--- src/rtl/sync_timing_detect.sv ---
// sync_timing_detect
// Measures incoming video timing from hSync / vSync / DE and publishes it once
// two consecutive frames produce the same measurement.
//
// Ports:
//   clock      - single rising-edge clock
//   reset      - asynchronous active-high reset
//   hSyncIn    - horizontal sync, active high
//   vSyncIn    - vertical sync, active high
//   deIn       - data enable (active pixel), active high
//   hTotal     - clocks per line        (hBusWidth)
//   hActive    - active pixels per line (hBusWidth)
//   vTotal     - lines per frame        (busWidth)
//   vActive    - active lines per frame (busWidth)
//   locked     - high while the measured timing is stable
//   frameStart - one-cycle pulse per detected vSync rising edge
module sync_timing_detect #(
  parameter int busWidth  = 11,
  parameter int hBusWidth = 12
) (
  input  logic                 clock,
  input  logic                 reset,
  input  logic                 hSyncIn,
  input  logic                 vSyncIn,
  input  logic                 deIn,
  output logic [hBusWidth-1:0] hTotal,
  output logic [hBusWidth-1:0] hActive,
  output logic [busWidth-1:0]  vTotal,
  output logic [busWidth-1:0]  vActive,
  output logic                 locked,
  output logic                 frameStart
);

  typedef enum logic [1:0] {
    SEARCH  = 2'd0,
    MEASURE = 2'd1,
    LOCKED  = 2'd2
  } state_t;

  typedef struct packed {
    logic [hBusWidth-1:0] h_total;
    logic [hBusWidth-1:0] h_active;
    logic [busWidth-1:0]  v_total;
    logic [busWidth-1:0]  v_active;
  } cand_t;

  localparam logic [hBusWidth-1:0] H_MAX  = {hBusWidth{1'b1}};
  localparam logic [hBusWidth-1:0] H_ZERO = {hBusWidth{1'b0}};
  localparam logic [hBusWidth-1:0] H_ONE  = {{(hBusWidth-1){1'b0}}, 1'b1};
  localparam logic [busWidth-1:0]  V_MAX  = {busWidth{1'b1}};
  localparam logic [busWidth-1:0]  V_ZERO = {busWidth{1'b0}};
  localparam logic [busWidth-1:0]  V_ONE  = {{(busWidth-1){1'b0}}, 1'b1};
  localparam cand_t                C_ZERO = '0;

  // Input pipeline: one register stage, one delayed copy, registered edge flags.
  // DE is delayed by the same amount so it lines up with the edge flags.
  logic hs_r, vs_r, de_r;
  logic hs_d_r, vs_d_r, de_d_r;
  logic hs_edge_r, vs_edge_r;

  logic [hBusWidth-1:0] h_count_r, de_count_r, line_len_r, max_act_r;
  logic [busWidth-1:0]  line_count_r, act_lines_r;
  state_t               state_r;
  cand_t                prev_r;

  logic [hBusWidth-1:0] line_len_s, max_act_s;
  logic [busWidth-1:0]  line_count_s, act_lines_s;
  cand_t                cand_s;
  logic                 cand_ok_s;
  logic                 h_sat_s;

  // Input registers and rising-edge detection
  always_ff @(posedge clock or posedge reset) begin
    if (reset) begin
      hs_r      <= 1'b0;
      vs_r      <= 1'b0;
      de_r      <= 1'b0;
      hs_d_r    <= 1'b0;
      vs_d_r    <= 1'b0;
      de_d_r    <= 1'b0;
      hs_edge_r <= 1'b0;
      vs_edge_r <= 1'b0;
    end else begin
      hs_r      <= hSyncIn;
      vs_r      <= vSyncIn;
      de_r      <= deIn;
      hs_d_r    <= hs_r;
      vs_d_r    <= vs_r;
      de_d_r    <= de_r;
      hs_edge_r <= hs_r & ~hs_d_r;
      vs_edge_r <= vs_r & ~vs_d_r;
    end
  end

  // Frame accumulators as they stand after this cycle's hSync edge, so a
  // coincident vSync edge sees the closing line already included
  always_comb begin
    line_len_s   = line_len_r;
    line_count_s = line_count_r;
    act_lines_s  = act_lines_r;
    max_act_s    = max_act_r;
    if (hs_edge_r) begin
      line_len_s = h_count_r;
      if (line_count_r != V_MAX) begin
        line_count_s = line_count_r + V_ONE;
      end else begin
        line_count_s = line_count_r;
      end
      if ((de_count_r != H_ZERO) && (act_lines_r != V_MAX)) begin
        act_lines_s = act_lines_r + V_ONE;
      end else begin
        act_lines_s = act_lines_r;
      end
      if (de_count_r > max_act_r) begin
        max_act_s = de_count_r;
      end else begin
        max_act_s = max_act_r;
      end
    end else begin
      line_len_s = line_len_r;
    end
  end

  // Candidate formation; a saturated field means the measurement overflowed
  always_comb begin
    cand_s.h_total  = line_len_s;
    cand_s.h_active = max_act_s;
    cand_s.v_total  = line_count_s;
    cand_s.v_active = act_lines_s;
    cand_ok_s = (cand_s != C_ZERO) &&
                (line_len_s != H_MAX) && (max_act_s != H_MAX) &&
                (line_count_s != V_MAX) && (act_lines_s != V_MAX);
    h_sat_s = (h_count_r == H_MAX) && !hs_edge_r;
  end

  // Line and frame counters, all saturating
  always_ff @(posedge clock or posedge reset) begin
    if (reset) begin
      h_count_r    <= H_ZERO;
      de_count_r   <= H_ZERO;
      line_len_r   <= H_ZERO;
      max_act_r    <= H_ZERO;
      line_count_r <= V_ZERO;
      act_lines_r  <= V_ZERO;
    end else begin
      if (hs_edge_r) begin
        h_count_r  <= H_ONE;
        de_count_r <= de_d_r ? H_ONE : H_ZERO;
      end else begin
        if (h_count_r != H_MAX) begin
          h_count_r <= h_count_r + H_ONE;
        end
        if (de_d_r && (de_count_r != H_MAX)) begin
          de_count_r <= de_count_r + H_ONE;
        end
      end
      line_len_r <= line_len_s;
      if (vs_edge_r) begin
        line_count_r <= V_ZERO;
        act_lines_r  <= V_ZERO;
        max_act_r    <= H_ZERO;
      end else begin
        line_count_r <= line_count_s;
        act_lines_r  <= act_lines_s;
        max_act_r    <= max_act_s;
      end
    end
  end

  // Lock state machine with registered timing outputs; a missing hSync
  // (hCount saturated) overrides any vSync decision in the same cycle
  always_ff @(posedge clock or posedge reset) begin
    if (reset) begin
      state_r    <= SEARCH;
      prev_r     <= C_ZERO;
      hTotal     <= H_ZERO;
      hActive    <= H_ZERO;
      vTotal     <= V_ZERO;
      vActive    <= V_ZERO;
      locked     <= 1'b0;
      frameStart <= 1'b0;
    end else begin
      frameStart <= vs_edge_r;
      if (h_sat_s) begin
        state_r <= SEARCH;
        prev_r  <= C_ZERO;
        locked  <= 1'b0;
      end else if (vs_edge_r) begin
        case (state_r)
          SEARCH: begin
            state_r <= MEASURE;
            locked  <= 1'b0;
          end
          MEASURE: begin
            if (cand_ok_s && (cand_s == prev_r)) begin
              state_r <= LOCKED;
              locked  <= 1'b1;
              hTotal  <= cand_s.h_total;
              hActive <= cand_s.h_active;
              vTotal  <= cand_s.v_total;
              vActive <= cand_s.v_active;
            end else begin
              state_r <= MEASURE;
              prev_r  <= cand_s;
              locked  <= 1'b0;
            end
          end
          LOCKED: begin
            if (cand_ok_s && (cand_s == prev_r)) begin
              state_r <= LOCKED;
              locked  <= 1'b1;
            end else begin
              state_r <= MEASURE;
              prev_r  <= cand_s;
              locked  <= 1'b0;
            end
          end
          default: begin
            state_r <= SEARCH;
            prev_r  <= C_ZERO;
            locked  <= 1'b0;
          end
        endcase
      end else begin
        state_r <= state_r;
        locked  <= locked;
      end
    end
  end

endmodule

--- config.mk ---
export PLATFORM = sky130hd
export DESIGN_NAME = sync_timing_detect
export DESIGN_NICKNAME = d
export VERILOG_FILES = /design/src/rtl/sync_timing_detect.sv
export SDC_FILE = /design/constraint.sdc
export NUM_CORES = 1
export LEC_CHECK = 0
export BUFFER_PORTS_ARGS = -buffer_cell sky130_fd_sc_hd__buf_4
export CAP_MARGIN = 25
export CORE_ASPECT_RATIO = 0.5
export CORE_MARGIN = 1.5
export CORE_UTILIZATION = 30
export CTS_CLUSTER_SIZE = 20
export DETAILED_ROUTE_END_ITERATION = 10
export PLACE_DENSITY = 0.47
export SYNTH_ARGS = -nofsm -noshare
export SYNTH_HDL_FRONTEND = slang
export SYNTH_SLANG_ARGS = --single-unit
--- constraint.sdc ---
create_clock -name clock -period 5.9 [get_ports clock]
set_input_delay 0.59 -clock clock [delete_from_list [all_inputs] [get_ports clock]]
set_output_delay 0.59 -clock clock [all_outputs]
set_load 0.005 [all_outputs]
* Word level (Yosys, flattened, before mapping) *
Index checks and enable logic that the tools add are counted.

operators by class
  $add $sub $neg = 4
  magnitude comparators = 1
  equal/unequal tests = 14
  multiplexer cells = 27
  bitwise operators = 5
  reductions and logical operators = 18

operators by type and width
  kind                                                                    number
  46-bit 2-to-1 mux                                                       3
  12-bit 2-to-1 mux                                                       8
  46-bit one-hot mux with 2 select lines                                  1
  11-bit 2-to-1 mux                                                       6
  12-bit != test (second input constant)                                  4
  46-bit equality test                                                    1
  46-bit nonzero test                                                     1
  11-bit != test (second input constant)                                  4
  12-bit by 1-bit adder with 12-bit output (second input constant)        2
  11-bit by 1-bit adder with 11-bit output (second input constant)        2
  12-bit equality test (second input constant)                            1
  12-bit greater-than comparator                                          1
  12-bit nonzero test                                                     1
  1-bit logical AND                                                       8
  2-bit 2-to-1 mux                                                        3
  2-bit nonzero test                                                      3
  1-bit 2-to-1 mux                                                        5
  2-bit one-hot mux with 2 select lines                                   1
  4-bit AND reduction                                                     1
  3-bit != test (second input constant)                                   1
  1-bit NOT                                                               3
  3-bit AND reduction                                                     1
  1-bit AND                                                               2
  2-bit by 1-bit equality test with 1-bit output (second input constant)  1
  5 further kinds                                                         5

word-level totals
  flip-flop bits (word level) = 174
  bits of input ports = 5
  output and inout port bits = 48

* Logic depth before layout (Yosys ltp) *
Gate-level depths: netlist (run 1).

  word-level depth = 14
  mapped depth = 14

* Least setup slack after synthesis (run 1) *
No wires, ideal clock.

  path kind = reg-to-reg
  start = reg de_count_r[11]
  end = reg vActive[4]
  arrival = 3.683 ns
  data required time = 5.775 ns
  setup slack = 2.093 ns
  cell stages (with the launch flop) = 12
  clock period less this slack = 3.807 ns
  cell sequence = dfrtp_1 -> ha_1 -> nand4_1 -> o31ai_1 -> clkbuf_1 -> o32ai_1 -> nor4_1 -> nand4_1 -> or3b_2 -> nor3_4 -> buf_6 -> mux2_2

between the ends
  cells in the longest elaborated chain, start to end = 11
  elaborated cells on any way between the ends = 17
  classes of those cells = order compare (1); eq/ne (3); mux (4); reduce/logical (9)

ends and longest elaborated chain
  item                                                                                     line  text
  start, declared                                                                          61    logic [hBusWidth-1:0] h_count_r, de_count_r, line_len_r, max_act_r;
  start signal, assigned                                                                   148   de_count_r <= de_d_r ? H_ONE : H_ZERO;
  start signal, assigned                                                                   154   de_count_r <= de_count_r + H_ONE;
  parallel branches: the longest is 11 deep, another holds 12-bit greater-than comparator  --
  end signal, assigned                                                                     201   vActive <= cand_s.v_active;
  end, declared                                                                            29    output logic [busWidth-1:0] vActive,

Parallel ways; which one is timed is not known.
A chain may end at the register's enable or synchronous reset.

* Worst setup path after layout (run 1) *
  start = reg de_count_r[5]
  end = reg prev_r[27] in the netlist's numbering

between the ends
  cells in the longest elaborated chain, start to end = 12
  elaborated cells on any way between the ends = 22
  classes of those cells = order compare (1); eq/ne (4); mux (8); reduce/logical (9)

ends and longest elaborated chain
  item                                                                                     line  text
  parallel branches: the longest is 12 deep, another holds 12-bit greater-than comparator  --
  end signal, assigned                                                                     204   prev_r <= cand_s;
  end signal, assigned                                                                     214   prev_r <= cand_s;
  end, declared                                                                            64    cand_t prev_r;

Parallel ways; which one is timed is not known. The select of a mux whose other input is x is not followed.

==> metrics.md, run 1 <==
| Metric | Value |
|---|---|
| Crit path launch type | `register` |
| Die Ht | `131 um` |
| Post-CTS setup buffers | `0` |
| Placer congestion estimate | `0.949` |
| Finished Core Util | `35.2%` |
| Initial cell density of the core | `30.8%` |
| Die width | `259 um` |
| Final Setup Violations | `0` |
| Worst-margin pin slew | `1.06 ns` |
| Hold Path End | `de_r` |
| Mapped Nets | `1003` |
| Period Utilization, post-route | `84.6%` |
| FP Rows | `46` |
| CP Cell Sequence | `ha_1 > a21oi_1 > o21ai_0 > a221oi_1 > clkbuf_2 > o2111ai_1 > a2111oi_0 > nand3_1 > nand4_1 > o21a_1 > buf_12 > a32o_1` |
| Avg Inst Size Synth | `10.1 um2` |
| GRT Residual Overflow | `0` |
| Clock transition at the registers of the reported paths | `0.08 ns` |
| Most frequent cell after synthesis | `dfrtp_1` |
| Sequential area share after synthesis | `43.9%` |
| Filler instances | `3239` |
| HPWL Detailed | `23100 um` |
| Synth warn | `0` |
| Area Overhead vs Synth | `14.3%` |
| Number of global-route vias before repair | `7730` |
| I/O pins | `53` |
| Unrepaired setup endpoints after global routing | `no` |
| CTS root buf | `clkbuf_16` |
| Yosys top cell by area | `dfrtp_1` |
| Largest cells by area after synthesis | `dfrtp_1 44%, a32o_1 4.7%, mux2_2 3.9%` |
| Max_cap viols | `0` |
| Power per cell area | `309 mW/mm2` |
| Beginning of the worst register-to-register path | `de_count_r[5]` |
| Worst-Skew Late Latency | `0.46 ns` |
| Worst min path class | `input pin to register` |
| Multi-input gate area | `0.00512 mm2` |
| DR WL/cell | `21.6 um` |
| Netlist Area Pre-Place | `0.00987 mm2` |
| Detailed Route WL | `31500 um` |
| CTS tree | `done` |
| Min-delay src | `deIn` |
| Post-synth EDFFs | `0` |
| Fmax achieved | `200 MHz` |
| Status | `completed` |
| DRC violations left | `0` |
| Post-CTS sizing | `0` |
| Vias | `8081` |
| Worst setup path category | `register to register` |
| Routed vias/inst | `5.55` |
| Async SR Flop Fraction | `100%` |
| Hold path depth | `1` |
| Die area | `0.0341 mm2` |
| Post-synth top cells | `173 x dfrtp_1, 66 x nor2_1, 58 x nand2_1` |
| Antenna viol nets, final | `0` |
| # hold bufs at CTS | `0` |
| Synth unique cells | `74` |
| Buf/Inv on CP | `2` |
| Post-synth top flop | `dfrtp_1` |
| Critical path endpoint category | `register` |
| Worst slew margin | `29.3%` |
| Crit path DAT | `5.38 ns` |
| Critical Path RT | `6.29 ns` |
| First-pass detailed-route iteration total | `5` |
| Critical path peak fanout | `29` |
| #FFs+latches synth | `173` |
| Nets | `1034` |
| Setup_tns | `0 ns` |
| Worst VDD drop | `0.179 mV` |
| Synth top area share | `43.9%` |
| Port buffer count | `52` |
| Leakage | `5.07 nW` |
| Tmin final | `4.99 ns` |
| Worst R2R End | `prev_r[27]` |
| First-pass GRT wire length | `49000 um` |
| Sink Count | `173` |
| Final hold vios | `0` |
| Num CTS Buffers | `17` |
| R2R setup slack | `0.91 ns` |
| Slew Viols, Final | `0` |
| H-tree depth | `4` |
| Slowest cell on the critical path | `a221oi_1` |
| Initial antenna violation count | `1` |
| Share of layout cells above drive strength 1 | `15.2%` |
| CTS max path bufs | `2` |
| Largest net degree at the start of global routing | `69` |
| First DRT Iteration DRCs | `755` |
| R2R depth | `12` |
| Register area | `0.00433 mm2` |
| Total GRT Usage | `19.0%` |
| Core ar. | `0.0320 mm2` |
| Skew final | `0.0117 ns` |
| Synth Instances | `978` |
| Top Family by Delay on Critical Path | `compound AO/OA/AOI/OAI gates` |
| Max stage delay on crit path | `0.72 ns` |
==> kinds of logic (layout without fill, tap and decap cells) <==
group	count (synthesis)	after routing	synth area share, %
AOI/OAI and AO/OA	200	200	15.9
xor gates and xnor gates	71	71	6.59
adders and majority gates	20	20	2.54
buffers and inverters	98	142	4.27
DFF	173	173	43.9
muxes	68	68	7.68
other	0	1	0
and+or+nand+nor	348	348	19.1
==> layer usage <==
metal / vias to the layer above / global-route usage, % / share of wire [%]
li1: 3729 / - / -
met1: 4093 / 28.9 / 51
met2: 228 / 25.9 / 41
met3: 31 / 5.17 / 6.4
met4: 0 / 4.65 / 1.3
met5: - / 0 / 0
==> report_power, final <==
part,switching [W],internal (W),leakage (nW)
sequential,0.000125,0.00129,2.37
combinational,0.000580,0.000367,2.42
clock,0.000559,0.000573,0.277
==> stage by stage <==
| step | cells | hold slack, ns | worst slack, ns | total power (W) | area (um2) |
|---|---|---|---|---|---|
| 6_report | 1455 | 0.238 | 0.910 | 0.00349 | 11300 |
| 5_1_grt | 1454 | 0.203 | 0.543 | 0.00368 | 11300 |
| 3_3_place_gp | 1421 | 0.337 | 0.676 | 0.00235 | 10700 |
| 2_1_floorplan | 978 | 0.331 | 0.622 | 0.00202 | 9870 |
| 4_1_cts | 1453 | 0.205 | 0.678 | 0.00351 | 11300 |
| 3_5_place_dp | 1421 | 0.335 | 0.737 | 0.00236 | 10700 |
==> placed cells by master (no fill, tap or decap), types with 34 or more instances in the layout <==
cell type / instances
nand2_1: 58
dfrtp_1: 172
nor2b_1: 42
buf_4: 71
xnor2_1: 35
inv_1: 36
xor2_1: 34
nand4_1: 39
mux2_2: 34
nor2_1: 66
a32o_1: 46
==> cell type report <==
class	count	share of cell area [%]
clock buffer	18	3.89
sequential	173	38.4
antenna	1	0.0222
tap	432	4.79
multi-input combinational	707	45.4
clock inverter	14	1.28
inverter	37	1.28
timing repair buffer	73	4.95
==> worst max-delay path by stage <==
| stage | slack [ns] | end | start | depth (start not counted) |
|---|---|---|---|---|
| 5_1_grt | 0.54 | prev_r[24] | de_count_r[5] | 12 |
| 6_report | 0.91 | prev_r[27] | de_count_r[5] | 12 |
| 3_3_place_gp | 0.68 | prev_r[24] | de_count_r[5] | 11 |
| 4_1_cts | 0.68 | prev_r[27] | de_count_r[5] | 11 |
| 2_1_floorplan | 0.62 | act_lines_r[0] | reset | 1 |
| 3_5_place_dp | 0.74 | prev_r[26] | de_count_r[5] | 11 |
==> sequential cells by signal, summed over array words and instances, names as in the netlist <==
name,flops
de_r,1
h_count_r,12
hs_r,1
hs_edge_r,1
line_count_r,11
state_r,1
vActive,11
act_lines_r,11
line_len_r,12
hs_d_r,1
prev_r,46
locked,1
de_d_r,1
vs_d_r,1
vTotal,11
hTotal,12
max_act_r,12
vs_edge_r,1
de_count_r,12
vs_r,1
frameStart,1
hActive,12
No activity file was read; power rests on OpenSTA's default activity.
==> run 2, diff against run 1 <==
--- a/config.mk
+++ b/config.mk
@@ -12,7 +12,7 @@
 export CORE_UTILIZATION = 30
 export CTS_CLUSTER_SIZE = 20
 export DETAILED_ROUTE_END_ITERATION = 10
-export PLACE_DENSITY = 0.47
+export PLACE_DENSITY = 0.49
 export SYNTH_ARGS = -nofsm -noshare
 export SYNTH_HDL_FRONTEND = slang
 export SYNTH_SLANG_ARGS = --single-unit
==> constraint.sdc (replaced) <==
create_clock -name clock -period 4.45 [get_ports clock]
set_input_delay 0.445 -clock clock [delete_from_list [all_inputs] [get_ports clock]]
set_output_delay 0.445 -clock clock [all_outputs]
set_load 0.005 [all_outputs]
==> run 2 against run 1 <==
Combinational power is 38% higher. Die area stayed put. Register-to-register slack worse by 0.68 ns. Critical path depth stayed put. Wire length is 1.9% higher. Clock power is 32% higher. Maximum frequency is 18% higher. Cell area is 2.7% higher. Sequential share of layout area is 1.0 points lower. Cell count is 2.2% higher. Non-clock buffer count is 33 higher.
==> metrics.md, run 2 (synthesis gave the netlist of run 1 again) <==
| Metric | Value |
|---|---|
| Status | `completed (unchanged)` |
| Crit path launch type | `register (unchanged)` |
| GRT Residual Overflow | `0 (unchanged)` |
| Routed vias/inst | `5.50 (was 5.55)` |
| Area Overhead vs Synth | `17.4% (was 14.3%)` |
| Period Utilization, post-route | `94.8% (was 84.6%)` |
| Initial antenna violation count | `0 (was 1)` |
| Critical path endpoint category | `register (unchanged)` |
| Placement Setup Slack | `0.148 ns (was 0.737 ns)` |
| Worst-margin pin slew | `0.962 ns (was 1.06 ns)` |
| Most frequent cells in the layout | `172 x dfrtp_1, 101 x buf_4, 66 x nor2_1 (was 172 x dfrtp_1, 71 x buf_4, 66 x nor2_1)` |
| Min-delay src | `deIn (unchanged)` |
| Core ar. | `0.0320 mm2 (unchanged)` |
| Setup_tns | `0 ns (unchanged)` |
| Sink Count | `173 (unchanged)` |
| Filler instances | `3251 (was 3239)` |
| FP Rows | `46 (unchanged)` |
| R2R setup slack | `0.23 ns (was 0.91 ns)` |
| Unrepaired setup endpoints after global routing | `no (unchanged)` |
| Antenna viol nets, final | `0 (unchanged)` |
| Final Setup Violations | `0 (unchanged)` |
| Worst slew margin | `35.8% (was 29.3%)` |
| Largest net degree at the start of global routing | `174 (was 69)` |
| Dpl cells | `1455 (was 1421)` |
| Largest register FFs | `46 (unchanged)` |
| DRC violations left | `0 (unchanged)` |
| Final hold vios | `0 (unchanged)` |
| Slew Viols, Final | `0 (unchanged)` |
| Share of layout cells above drive strength 1 | `17.9% (was 15.2%)` |
| Die area | `0.0341 mm2 (unchanged)` |
| Tmin final | `4.22 ns (was 4.99 ns)` |
| Critical Path RT | `4.79 ns (was 6.29 ns)` |
| Placer congestion estimate | `0.961 (was 0.949)` |
| Die Ht | `131 um (unchanged)` |
| CTS root buf | `clkbuf_16 (unchanged)` |
| Top cell by count, worst path | `a21oi_1` |
| Biggest register | `prev_r (unchanged)` |
| Setup ws final | `0.230 ns (was 0.910 ns)` |
| Slowest cell on the critical path | `a21oi_1 (was a221oi_1)` |
| Number of antenna diodes | `0 (was 1)` |
| Clock transition at the registers of the reported paths | `0.08 ns (about the same)` |
| CTS tree | `done (unchanged)` |
| CP Launch Point | `max_act_r[2] (was de_count_r[5])` |
| Detailed Route WL | `32100 um (was 31500 um)` |
| Skew final | `0.0105 ns (was 0.0117 ns)` |
| Worst-Skew Late Latency | `0.46 ns (about the same)` |
| Worst setup path category | `register to register (unchanged)` |
| Vias | `8185 (was 8081)` |
| # hold bufs at CTS | `0 (unchanged)` |
| Num CTS Buffers | `17 (unchanged)` |
| Worst VDD drop | `0.237 mV (was 0.179 mV)` |
| DR WL/cell | `21.6 um (about the same)` |
| Port buffer count | `52 (unchanged)` |
| Final Power | `0.00466 W (was 0.00349 W)` |
| Most common cell after layout, fill and taps aside | `dfrtp_1 (unchanged)` |
| CTS max path bufs | `2 (unchanged)` |
| Leakage | `5.26 nW (was 5.07 nW)` |
| Die width | `259 um (unchanged)` |
| Beginning of the worst register-to-register path | `max_act_r[2] (was de_count_r[5])` |
| First-pass GRT wire length | `49500 um (was 49000 um)` |
| Initial cell density of the core | `30.8% (unchanged)` |
| Final cell count without fillers | `1487 (was 1455)` |
| Worst min path class | `input pin to register (unchanged)` |
| Crit path DAT | `4.56 ns (was 5.38 ns)` |
| Finished Core Util | `36.2% (was 35.2%)` |
| Power per cell area | `402 mW/mm2 (was 309 mW/mm2)` |
| I/O pins | `53 (unchanged)` |
| Max stage delay on crit path | `0.66 ns (was 0.72 ns)` |
| First-pass detailed-route iteration total | `6 (was 5)` |
| H-tree depth | `4 (unchanged)` |
| HPWL Detailed | `23700 um (was 23100 um)` |
| Number of global-route vias before repair | `7857 (was 7730)` |
| Fmax achieved | `237 MHz (was 200 MHz)` |
| Critical path peak fanout | `22 (was 29)` |
| Total GRT Usage | `19.2% (was 19.0%)` |
| Nets | `1067 (was 1034)` |
| First DRT Iteration DRCs | `775 (was 755)` |
| CP Cell Sequence | `inv_1 > ha_1 > a21oi_1 > o221ai_1 > a21oi_1 > nor3_1 > or4_1 > nor4_1 > nand4_1 > nor3_4 > buf_12 > mux2_2 (was ha_1 > a21oi_1 > o21ai_0 > a221oi_1 > clkbuf_2 > o2111ai_1 > a2111oi_0 > nand3_1 > nand4_1 > o21a_1 > buf_12 > a32o_1)` |
| Max_cap viols | `0 (unchanged)` |
-- run 2: cell types whose count changed in the layout (fill, tap and decap cells not counted), moves of 2 or more --
cell        change
buf_4          +30
buf_12          +4
clkinv_2        +3
clkinvlp_4      -2
-- run 2: through the flow --
step | hold slack (ns) | cell area [um2]
after global placement | 0.339 | 11000
after global routing | 0.0619 | 11600
after CTS | 0.0603 | 11600
after floorplan | 0.331 | 9870
after detailed placement | 0.352 | 11000
final | 0.0873 | 11600
-- run 2: report_power, final --
group          switching, W  internal (W)  total [W]
combinational      0.000788      0.000518    0.00131
sequential         0.000156       0.00171    0.00186
clock              0.000744      0.000747    0.00149
-- run 2: per-layer routing --
| layer | vias up | global-route usage, % | part of all wire (%) |
|---|---|---|---|
| li1 | 3790 | - | - |
| met1 | 4102 | 29.9 | 51 |
| met2 | 264 | 26.1 | 41 |
| met3 | 29 | 4.21 | 6.2 |
| met4 | 0 | 5.07 | 1.4 |
| met5 | - | 0 | 0 |
-- run 2: critical path, delay by kind of cell (launching register included) --
kind,cells,cell delay [ns]
buffers and inverters,2,0.36
AO/OA/AOI/OAI,3,1.06
adder cells (fa/ha/maj),1,0.33
multiplexers,1,0.35
AND/OR/NAND/NOR,5,1.54
flip-flops,1,0.45
-- run 2: what timing repair did --
item,4_1_cts,5_1_grt
setup endpoints to repair,0,91
gates resized for setup,0,2
buffers inserted,0,0
-- run 2: final timing paths --
check / cells past startpoint / endpoint
setup / recovery: 12 / hTotal[6]
max in group asynchronous: 3 / de_count_r[10]
hold / removal: 1 / de_r
min in group asynchronous: 3 / hs_r
setup reg to reg: 12 / hTotal[6]
hold reg to reg: 0 / de_d_r
-- run 2: cell type report --
| cell class | count | area (um2) | share of cell area (%) |
|---|---|---|---|
| Inverter | 37 | 143 | 1.23 |
| Clock inverter | 15 | 148 | 1.27 |
| Tap cell | 432 | 541 | 4.67 |
| Clock buffer | 17 | 425 | 3.67 |
| Sequential cell | 173 | 4330 | 37.4 |
| Multi-Input combinational cell | 707 | 5140 | 44.3 |
| Timing Repair Buffer | 106 | 858 | 7.41 |
==> run 3, diff against run 2 <==
--- a/config.mk
+++ b/config.mk
@@ -12,6 +12,7 @@
 export CORE_UTILIZATION = 30
 export CTS_CLUSTER_SIZE = 20
 export DETAILED_ROUTE_END_ITERATION = 10
+export GPL_TIMING_DRIVEN = 0
 export PLACE_DENSITY = 0.49
 export SYNTH_ARGS = -nofsm -noshare
 export SYNTH_HDL_FRONTEND = slang
==> run 3 against run 2 <==
Total power grew 0.97%. Combinational power grew 6%. First-iteration DRC count shrank 11%. Global-route usage grew 0.76 points. Cell area grew 0.94%. Worst hold slack lost 0.026 ns.
==> metrics.md, run 3 (synthesis gave the netlist of run 1 again) <==
| Metric | Value |
|---|---|
| Status | `completed (unchanged)` |
| FP Rows | `46 (unchanged)` |
| Sink Count | `173 (unchanged)` |
| Final instance area | `0.0117 mm2 (was 0.0116 mm2)` |
| Core ar. | `0.0320 mm2 (unchanged)` |
| Slowest cell on the critical path | `or3b_2 (was a21oi_1)` |
| Placer congestion estimate | `0.963 (was 0.961)` |
| Critical path peak fanout | `10 (was 22)` |
| Crit path DAT | `4.62 ns (was 4.56 ns)` |
| CP Cell Sequence | `inv_1 > ha_1 > nand4_1 > o31ai_4 > clkbuf_2 > o32ai_1 > nor4_1 > nand4_1 > or3b_2 > nor3_4 > buf_4 > buf_6 > mux2_2 (was inv_1 > ha_1 > a21oi_1 > o221ai_1 > a21oi_1 > nor3_1 > or4_1 > nor4_1 > nand4_1 > nor3_4 > buf_12 > mux2_2)` |
| Hold slack | `0.0609 ns (was 0.0873 ns)` |
| HPWL Detailed | `25300 um (was 23700 um)` |
| DR WL/cell | `21.9 um (was 21.6 um)` |
| Initial antenna violation count | `1 (was 0)` |
| Antenna viol nets, final | `0 (unchanged)` |
| Skew final | `0.0171 ns (was 0.0105 ns)` |
| R2R depth | `13 (was 12)` |
| Worst-margin pin slew | `1.11 ns (was 0.962 ns)` |
| H-tree depth | `4 (unchanged)` |
| Critical path endpoint category | `register (unchanged)` |
| Die width | `259 um (unchanged)` |
| Placed cell area | `0.0109 mm2 (was 0.0110 mm2)` |
| Die Ht | `131 um (unchanged)` |
| Fmax achieved | `233 MHz (was 237 MHz)` |
| Slew Viols, Final | `0 (unchanged)` |
| Worst slew margin | `25.5% (was 35.8%)` |
| Period Utilization, post-route | `96.3% (was 94.8%)` |
| # hold bufs at CTS | `0 (unchanged)` |
| Tmin final | `4.28 ns (was 4.22 ns)` |
| Num CTS Buffers | `17 (unchanged)` |
| Most frequent cells in the layout | `173 x dfrtp_1, 64 x nor2_1, 64 x buf_4 (was 172 x dfrtp_1, 101 x buf_4, 66 x nor2_1)` |
| Initial cell density of the core | `30.8% (unchanged)` |
| Leakage | `5.23 nW (was 5.26 nW)` |
| Critical Path RT | `4.79 ns (about the same)` |
| Die area | `0.0341 mm2 (unchanged)` |
| Placement Setup Slack | `-0.952 ns (was 0.148 ns)` |
| Biggest register | `prev_r (unchanged)` |
| Final Setup Violations | `0 (unchanged)` |
| CTS max path bufs | `2 (unchanged)` |
| Power per cell area | `402 mW/mm2 (about the same)` |
| Detailed Route WL | `33000 um (was 32100 um)` |
| First-pass detailed-route iteration total | `8 (was 6)` |
| GRT Residual Overflow | `0 (unchanged)` |
| Nets | `1089 (was 1067)` |
| Clock transition at the registers of the reported paths | `0.07 ns (was 0.08 ns)` |
| DRC violations left | `0 (unchanged)` |
| Crit path launch type | `register (unchanged)` |
| Total GRT Usage | `20.0% (was 19.2%)` |
| CTS root buf | `clkbuf_16 (unchanged)` |
| Number of antenna diodes | `0 (unchanged)` |
| Share of layout cells above drive strength 1 | `17.4% (was 17.9%)` |
| Vias | `8431 (was 8185)` |
| Number of global-route vias before repair | `8185 (was 7857)` |
| I/O pins | `53 (unchanged)` |
| Setup ws final | `0.165 ns (was 0.230 ns)` |
| CTS tree | `done (unchanged)` |
| Port buffer count | `52 (unchanged)` |
| Finished Core Util | `36.5% (was 36.2%)` |
| Top cell by count, worst path | `nand4_1 (was a21oi_1)` |
| Largest register FFs | `46 (unchanged)` |
| Most common cell after layout, fill and taps aside | `dfrtp_1 (unchanged)` |
| Routed vias/inst | `5.59 (was 5.50)` |
| First DRT Iteration DRCs | `691 (was 775)` |
| Worst min path class | `input pin to async pin (was input pin to register)` |
| Largest net degree at the start of global routing | `43 (was 174)` |
| Area Overhead vs Synth | `18.5% (was 17.4%)` |
| Worst-Skew Late Latency | `0.46 ns (about the same)` |
| Max stage delay on crit path | `0.55 ns (was 0.66 ns)` |
| Final hold vios | `0 (unchanged)` |
| Setup_tns | `0 ns (unchanged)` |
| First-pass GRT wire length | `51200 um (was 49500 um)` |
| Worst VDD drop | `0.273 mV (was 0.237 mV)` |
| Worst setup path category | `register to register (unchanged)` |
| Max_cap viols | `0 (unchanged)` |
-- run 3: changes by cell type in the layout (fill, tap and decap cells not counted), moves of 4 or more --
cell | previous run | this run
buf_4 | 101 | 64
a2111oi_0 | 4 | 0
buf_2 | 0 | 12
buf_6 | 0 | 5
inv_8 | 5 | 1
clkbuf_1 | 0 | 37
-- run 3: area by class of cell --
class,count,area (um2)
Clock inverter,13,130
Multi-Input combinational cell,707,5250
Clock buffer,19,433
Buffer,60,289
Timing Repair Buffer,68,573
Sequential cell,173,4330
Inverter,37,143
Tap cell,432,541
Fill cell,3263,20300
-- run 3: power breakdown --
group,internal [W],total (W),leakage [nW],switching (W)
registers,0.00171,0.00184,2.37,0.000130
clock network,0.000782,0.00147,0.267,0.000691
logic,0.000534,0.00139,2.59,0.000859
-- run 3: layer usage --
| layer | vias up | track usage, % | share of wire, % |
|---|---|---|---|
| met2 | 285 | 27.6 | 42 |
| met1 | 4298 | 30.7 | 50 |
| met5 | - | 0 | 0 |
| li1 | 3825 | - | - |
| met4 | 0 | 4.84 | 1.2 |
| met3 | 23 | 4.73 | 6.7 |
-- run 3: per-stage QoR --
step,power [W],std cells
after detailed placement,0.00315,1466
after global routing,0.00495,1509
after CTS,0.00467,1503
after floorplan,0.00268,978
after global placement,0.00314,1462
final,0.00470,1509
-- run 3: critical path: cells and delay by family (launching register included) --
| family | cells | cell delay (ns) |
|---|---|---|
| and+or+nand+nor | 5 | 1.53 |
| AOI/OAI and AO/OA | 2 | 0.62 |
| adders and majority gates | 1 | 0.33 |
| muxes | 1 | 0.34 |
| buffers and inverters | 4 | 0.82 |
| DFF | 1 | 0.52 |
-- run 3: worst paths after layout --
| kind | to | startpoint | slack, ns |
|---|---|---|---|
| worst min-delay path | hs_r | reset | 0.06 |
| min in group clock | de_r | deIn | 0.09 |
| worst max-delay path | vActive[7] | max_act_r[9] | 0.17 |
| worst max register to register | vActive[7] | max_act_r[9] | 0.17 |
| max in group asynchronous | prev_r[26] | reset | 3.47 |
| worst min register to register | de_d_r | de_r | 0.37 |
-- run 3: what timing repair did --
item | 4_1_cts | 5_1_grt
buffers inserted | 5 | 7
setup endpoints to repair | 93 | 87
gates resized for setup | 16 | 21
pin swaps | 2 | 7
